`src/rtl/div_sequencer_pkg.sv`:
```
// Shared types and constants for the integer divide sequencer.
// Holds the FSM encoding, the iteration count and the layout of the result bus returned to EX.
package div_sequencer_pkg;

  typedef enum logic [2:0] {
    DIV_IDLE = 3'd0,
    DIV_PREP = 3'd1,
    DIV_RUN  = 3'd2,
    DIV_FIX  = 3'd3,
    DIV_DONE = 3'd4
  } div_state_e;

  localparam int DIV_ITER     = 32;
  localparam int DIV_TO_EX_WD = 66;

  // Result bus toward EX, {done, div_zero, quotient, remainder}.
  function automatic logic [DIV_TO_EX_WD-1:0] pack_to_ex(
    input logic        done,
    input logic        div_zero,
    input logic [31:0] q,
    input logic [31:0] r
  );
    return {done, div_zero, q, r};
  endfunction

endpackage

```
`src/rtl/div_iter_step.sv`:
```
// One restoring-division step: shift the next dividend bit into the partial remainder and
// subtract the divisor when the result stays non-negative.
module div_iter_step
  import div_sequencer_pkg::*;
#(
  parameter int WIDTH = 32
) (
  input  logic [WIDTH:0]   rem,
  input  logic             dvd_msb,
  input  logic [WIDTH-1:0] dvs,
  output logic [WIDTH:0]   rem_next,
  output logic             q_bit
);

  logic [WIDTH:0] w_shifted;
  logic [WIDTH:0] w_trial;
  logic           w_fits;

  assign w_shifted = {rem[WIDTH-1:0], dvd_msb};
  assign w_trial   = w_shifted - {1'b0, dvs};
  // A set rem MSB would shift out a value larger than any divisor, so it always fits.
  assign w_fits    = rem[WIDTH] | (w_shifted >= {1'b0, dvs});

  // Choose between the restored and the subtracted remainder.
  always_comb begin
    rem_next = w_shifted;
    q_bit    = 1'b0;
    if (w_fits) begin
      rem_next = w_trial;
      q_bit    = 1'b1;
    end else begin
      rem_next = w_shifted;
      q_bit    = 1'b0;
    end
  end

endmodule

```
`src/rtl/div_sequencer.sv`:
```
// Multi-cycle DIV/DIVU controller for the EX stage: one restoring step per cycle,
// holds the pipeline through stallreq and returns quotient/remainder with a done pulse.
module div_sequencer
  import div_sequencer_pkg::*;
#(
  parameter int WIDTH = 32,
  parameter int ITER  = DIV_ITER
) (
  input  logic             clk,
  input  logic             rst,
  input  logic             start,
  input  logic             is_signed,
  input  logic [WIDTH-1:0] dividend,
  input  logic [WIDTH-1:0] divisor,
  input  logic             cancel,
  output logic             busy,
  output logic             stallreq,
  output logic             done,
  output logic [WIDTH-1:0] quotient,
  output logic [WIDTH-1:0] remainder,
  output logic             div_zero
);

  localparam int             CW   = $clog2(ITER);
  localparam logic [WIDTH-1:0] ONE  = {{(WIDTH-1){1'b0}}, 1'b1};
  localparam logic [WIDTH-1:0] ZERO = {WIDTH{1'b0}};
  localparam logic [CW-1:0]  LAST = CW'(ITER - 1);

  div_state_e       r_state;
  logic             r_signed;
  logic             r_q_neg;
  logic             r_r_neg;
  logic [WIDTH-1:0] r_dvd;
  logic [WIDTH-1:0] r_dvs;
  logic [WIDTH:0]   r_rem;
  logic [CW-1:0]    r_cnt;
  logic [WIDTH-1:0] r_quotient;
  logic [WIDTH-1:0] r_remainder;
  logic             r_div_zero;
  logic             r_done;
  logic             r_busy;

  logic [WIDTH:0]   w_rem_next;
  logic             w_q_bit;
  logic [WIDTH-1:0] w_dvd_abs;
  logic [WIDTH-1:0] w_dvs_abs;
  logic [WIDTH-1:0] w_quo_fix;
  logic [WIDTH-1:0] w_rem_fix;

  div_iter_step #(.WIDTH(WIDTH)) u_step (
    .rem      (r_rem),
    .dvd_msb  (r_dvd[WIDTH-1]),
    .dvs      (r_dvs),
    .rem_next (w_rem_next),
    .q_bit    (w_q_bit)
  );

  // Magnitudes for PREP and sign-corrected results for FIX.
  always_comb begin
    w_dvd_abs = r_dvd;
    w_dvs_abs = r_dvs;
    w_quo_fix = r_dvd;
    w_rem_fix = r_rem[WIDTH-1:0];
    if (r_signed && r_dvd[WIDTH-1]) begin
      w_dvd_abs = ~r_dvd + ONE;
    end else begin
      w_dvd_abs = r_dvd;
    end
    if (r_signed && r_dvs[WIDTH-1]) begin
      w_dvs_abs = ~r_dvs + ONE;
    end else begin
      w_dvs_abs = r_dvs;
    end
    if (r_q_neg) begin
      w_quo_fix = ~r_dvd + ONE;
    end else begin
      w_quo_fix = r_dvd;
    end
    if (r_r_neg) begin
      w_rem_fix = ~r_rem[WIDTH-1:0] + ONE;
    end else begin
      w_rem_fix = r_rem[WIDTH-1:0];
    end
  end

  // Sequencer FSM; quotient bits shift into r_dvd as dividend bits shift out.
  always_ff @(posedge clk) begin
    if (rst) begin
      r_state     <= DIV_IDLE;
      r_signed    <= 1'b0;
      r_q_neg     <= 1'b0;
      r_r_neg     <= 1'b0;
      r_dvd       <= ZERO;
      r_dvs       <= ZERO;
      r_rem       <= {(WIDTH+1){1'b0}};
      r_cnt       <= {CW{1'b0}};
      r_quotient  <= ZERO;
      r_remainder <= ZERO;
      r_div_zero  <= 1'b0;
      r_done      <= 1'b0;
      r_busy      <= 1'b0;
    end else if (cancel) begin
      r_state    <= DIV_IDLE;
      r_div_zero <= 1'b0;
      r_done     <= 1'b0;
      r_busy     <= 1'b0;
    end else begin
      case (r_state)
        DIV_IDLE: begin
          r_done <= 1'b0;
          if (start) begin
            r_signed <= is_signed;
            r_dvd    <= dividend;
            r_dvs    <= divisor;
            r_busy   <= 1'b1;
            r_state  <= DIV_PREP;
          end else begin
            r_busy  <= 1'b0;
            r_state <= DIV_IDLE;
          end
        end
        DIV_PREP: begin
          r_q_neg <= r_signed & (r_dvd[WIDTH-1] ^ r_dvs[WIDTH-1]);
          r_r_neg <= r_signed & r_dvd[WIDTH-1];
          r_rem   <= {(WIDTH+1){1'b0}};
          r_cnt   <= {CW{1'b0}};
          if (r_dvs == ZERO) begin
            r_quotient  <= {WIDTH{1'b1}};
            r_remainder <= r_dvd;
            r_div_zero  <= 1'b1;
            r_busy      <= 1'b0;
            r_done      <= 1'b1;
            r_state     <= DIV_DONE;
          end else begin
            r_dvd      <= w_dvd_abs;
            r_dvs      <= w_dvs_abs;
            r_div_zero <= 1'b0;
            r_state    <= DIV_RUN;
          end
        end
        DIV_RUN: begin
          r_rem <= w_rem_next;
          r_dvd <= {r_dvd[WIDTH-2:0], w_q_bit};
          r_cnt <= r_cnt + CW'(1);
          if (r_cnt == LAST) begin
            r_state <= DIV_FIX;
          end else begin
            r_state <= DIV_RUN;
          end
        end
        DIV_FIX: begin
          r_quotient  <= w_quo_fix;
          r_remainder <= w_rem_fix;
          r_busy      <= 1'b0;
          r_done      <= 1'b1;
          r_state     <= DIV_DONE;
        end
        DIV_DONE: begin
          r_done  <= 1'b0;
          r_state <= DIV_IDLE;
        end
        default: begin
          r_busy  <= 1'b0;
          r_done  <= 1'b0;
          r_state <= DIV_IDLE;
        end
      endcase
    end
  end

  assign busy      = r_busy;
  assign stallreq  = ((r_state == DIV_IDLE) & start) | r_busy;
  assign done      = r_done;
  assign quotient  = r_quotient;
  assign remainder = r_remainder;
  assign div_zero  = r_div_zero;

endmodule
```
`config.mk`:
```
export PLATFORM = sky130hd
export DESIGN_NAME = div_sequencer
export DESIGN_NICKNAME = d
export VERILOG_FILES = /design/src/rtl/div_sequencer_pkg.sv /design/src/rtl/div_iter_step.sv /design/src/rtl/div_sequencer.sv
export SDC_FILE = /design/constraint.sdc
export NUM_CORES = 1
export LEC_CHECK = 0
export ABC_AREA = 1
export BUFFER_PORTS_ARGS = -buffer_cell sky130_fd_sc_hd__buf_4
export CORE_MARGIN = 3
export CORE_UTILIZATION = 34
export CTS_BUF_LIST = sky130_fd_sc_hd__clkbuf_4 sky130_fd_sc_hd__clkbuf_8
export DETAILED_ROUTE_END_ITERATION = 10
export GPL_TIMING_DRIVEN = 1
export PLACE_DENSITY = 0.58
export SYNTH_ARGS = -nofsm -noshare
export SYNTH_HDL_FRONTEND = slang
export SYNTH_SLANG_ARGS = --single-unit
export TNS_END_PERCENT = 5
```
`constraint.sdc`:
```
create_clock -name clk -period 1.9 [get_ports clk]
set_input_delay 0.095 -clock clk [delete_from_list [all_inputs] [get_ports clk]]
set_output_delay 0.095 -clock clk [all_outputs]
set_load 0.03 [all_outputs]
```
==> results.cfg <==
[status]
status = finished with violations
failed_checks = setup timing

[global_routing]
grt_pass1_wl_mm = 85.8
grt_max_degree = 108
overflow = 0
grt_usage_pct = 26.3
grt_antenna_before_repair = 0
first_global_vias = 15700

[sta]
worstMarginPinSlew_ns = 0.457
fin_crit_sh_pct = 114
worst_slack_ns = -0.264
setup_viol = 91
period_needed_ns = 2.16
finClkSkew_ns = 0.0189
maxSlewViolCount = 0
max_freq_ghz = 0.462
maxSlewHeadroom_pct = 69.3
hold_viol_final = 0
rsz0062_at_grt = yes
setup-tns-final_ns = -8.98

[clock_network]
h-tree-depth = 4
clock_path_buffers = 2
cts.sinks = 175
cts_root_buf = clkbuf_8
clkTransAtPathRegs_ns = 0.11
cts_buffers = 17
cts_tree = done
worst_skew_pair.late_latency_ns = 0.50

[worst_setup_path]
crit_cells = 14
cp.required_ns = 2.29
crit_slowest_cell = dfxtp_2
crit_path_cell_trace = clkinvlp_4 -> ha_4 -> nand2_4 -> nor2_4 -> inv_2 -> nor2_2 -> a21oi_4 -> nand2_4 -> nand2_8 -> nand2_8 -> clkbuf_16 -> nand2_1 -> nand3_1 -> a21oi_2
startpoint_type = flip-flop
critical_path_class = reg -> reg
rr_startpoint = r_dvs[24]$_SDFFE_PP0P_
cp.arrival_ns = 2.56
ff2ff_path_depth = 14
critPathMaxStageDelay_ns = 0.37
critPathMaxFanout = 6
rr_endpoint = r_rem[4]$_SDFFE_PP0P_
path_delay_family = simple AND/OR/NAND/NOR gates
cp_num_buf_inv = 3
end_kind = flip-flop
r2r_slack_ns = -0.26

[detailed_routing]
drc = 0
avgRoutedWirePerCell_um = 17.3
ant_nets = 0
vias = 16400
dr.pass1.iters = 6
wirelength_mm = 55.6
vias_per_cell = 5.10
drt_iter0_drc = 1263

[synthesis]
netlist_instances = 2209
synth.avg_cell_area_um2 = 5.95
ys_seq_area_share_pct = 26.7
synth_cell_types = 49
syn_area_um2 = 13100
syn_nets = 2316
synthArstFlopShare_pct = 0
yosysWarnings = 0
ys_seq_elements = 175
ys.flop_type = dfxtp_1
synth_edf_count = 0

[placement]
place.gp.congestion = 0.959
placed_area_um2 = 17400
dp_cells = 3101
port-buffer-count = 136
hpwl_mm = 43.2

[layout]
antenna_cells = 0
design_area_um2 = 19300
fin_cells = 3207
syn_to_final_growth_pct = 46.6
nFillCells = 3864
drive_above_1_share_pct = 29.2
utilization_pct = 50.9
nNetsFinal = 2791

[power]
leakagePower_nw = 9.09
p_total_mw = 10.5
powerDensity_nw_per_um2 = 545
ir_drop_v = 0.000393

[hold_path]
min_path_cells = 5
hold_end = r_dvs[2]$_SDFFE_PP0P_
hp-start = divisor[2]
hp-class = in -> reg

[floorplan]
core_um2 = 37800
die-area_um2 = 41000
fp.dieW_um = 203
start_util_pct = 34.7
ios = 137
chipHeight_um = 203
rows = 71

[job]
maxCapViolCount = 0
==> per-stage QoR <==
stage               hold WS [ns]  worst slack, ns
detailed placement         0.335           -0.362
global placement           0.327           -0.385
CTS                      0.00206           -0.272
finish                    0.0243           -0.264
global route              0.0534           -0.390
floorplan                  0.230          -0.0138
==> logic make-up after synthesis <==
| group | share of synthesized area, % |
|---|---|
| AO/OA/AOI/OAI | 18.2 |
| XOR/XNOR | 2.93 |
| adder cells (fa/ha/maj) | 3.68 |
| buffers and inverters | 11.3 |
| flip-flops | 26.7 |
| AND/OR/NAND/NOR | 37.2 |
==> metal layers <==
metal  vias up  part of all wire (%)  track usage (%)
met4         0                   2.4             7.42
met3        76                   5.9             4.14
met2       514                    45             42.7
met5         -                     0                0
met1      7563                    47             36.3
li1       8207                     -                -
==> layout by cell type, fill, tap and decap left out, types with 61 or more instances in the layout <==
cell           netlist  final
nand2_1            595    549
buf_4                2    464
inv_1              257    224
nand3_1            219    210
nor2_1             206    175
a21oi_1            180    164
dfxtp_1            175    147
o21ai_0            131     94
o21ai_1             37     72
dlygate4sd3_1        0     61
==> final cells by class <==
cell class	instances	area [um^2]	area share, %
clock buffers	17	234	1.22
multi-input cells	1662	9050	47.0
inverters	278	1070	5.57
repair buffers	550	4570	23.7
flip-flops and latches	175	3540	18.4
clock inverters	14	146	0.760
well taps	511	639	3.32
==> where the power goes <==
part           total, mW  switching [mW]  internal (mW)
registers           3.92           0.124           3.80
clock network       2.70            1.62           1.08
logic               3.88            2.18           1.70
total               10.5            3.92           6.58
==> registers in the layout (all words and copies together) (netlist names), 3 cells and up <==
name and cells:
r_dvs 32, r_cnt 5, quotient 32, remainder 32, r_rem 33, r_state 3
r_dvd 32
==> worst max path at each step <==
| stage | slack, ns | end | startpoint |
|---|---|---|---|
| 2_1_floorplan | -0.01 | r_rem[30]$_SDFFE_PP0P_ | r_dvd[31]$_SDFFE_PP0P_ |
| 5_1_grt | -0.39 | r_rem[13]$_SDFFE_PP0P_ | r_dvs[24]$_SDFFE_PP0P_ |
| 3_5_place_dp | -0.36 | r_rem[31]$_SDFFE_PP0P_ | r_dvs[27]$_SDFFE_PP0P_ |
| 3_3_place_gp | -0.39 | r_rem[31]$_SDFFE_PP0P_ | r_dvs[27]$_SDFFE_PP0P_ |
| 4_1_cts | -0.27 | r_rem[19]$_SDFFE_PP0P_ | r_dvs[18]$_SDFFE_PP0P_ |
| 6_report | -0.26 | r_rem[4]$_SDFFE_PP0P_ | r_dvs[24]$_SDFFE_PP0P_ |
==> synthesized netlist by cell type, types with 2 or more instances <==
library cell,n,area share [%]
nor2_1,206,5.9
o21bai_1,2,0.11
nand4_2,2,0.19
inv_1,257,7.3
clkbuf_2,2,0.076
nand2_2,5,0.24
o211ai_1,12,0.69
nand3_2,9,0.69
buf_4,2,0.11
or2_2,5,0.24
clkbuf_1,55,1.6
o21ai_0,131,5.0
o221ai_1,2,0.13
nand2_1,595,17
o31ai_1,2,0.11
nand3_1,219,8.3
buf_2,23,0.88
nor2_4,2,0.17
buf_1,6,0.17
and2_1,6,0.29
nor2_2,8,0.38
o22ai_1,7,0.33
nand4_1,39,1.9
xnor2_1,15,1.0
a31oi_1,34,1.6
o21ai_1,37,1.4
xor2_1,29,1.9
nor4_1,3,0.14
dfxtp_1,175,27
nor3_1,36,1.4
a211oi_1,22,1.3
a21oi_1,180,6.9
inv_2,19,0.54
a21oi_2,5,0.33
buf_6,6,0.51
o211a_1,2,0.15
ha_1,37,3.5
==> worst register-to-register path: cells and delay by family (launching register included) <==
kind            cells  cell delay [ns]
simple gates        8             0.78
flops               1             0.37
compound gates      2             0.14
buf+inv             3             0.42
fa+ha+maj           1             0.36
==> timing repair <==
item                       in CTS  in global routing
gates resized for setup       119                114
setup buffers                   7                  3
hold buffers                   61                  0
setup endpoints to repair     160                161
hold endpoints to repair       64                  0
gates cloned                    0                  4
pin swaps                       9                 29
(Power assumes the default switching activity.)
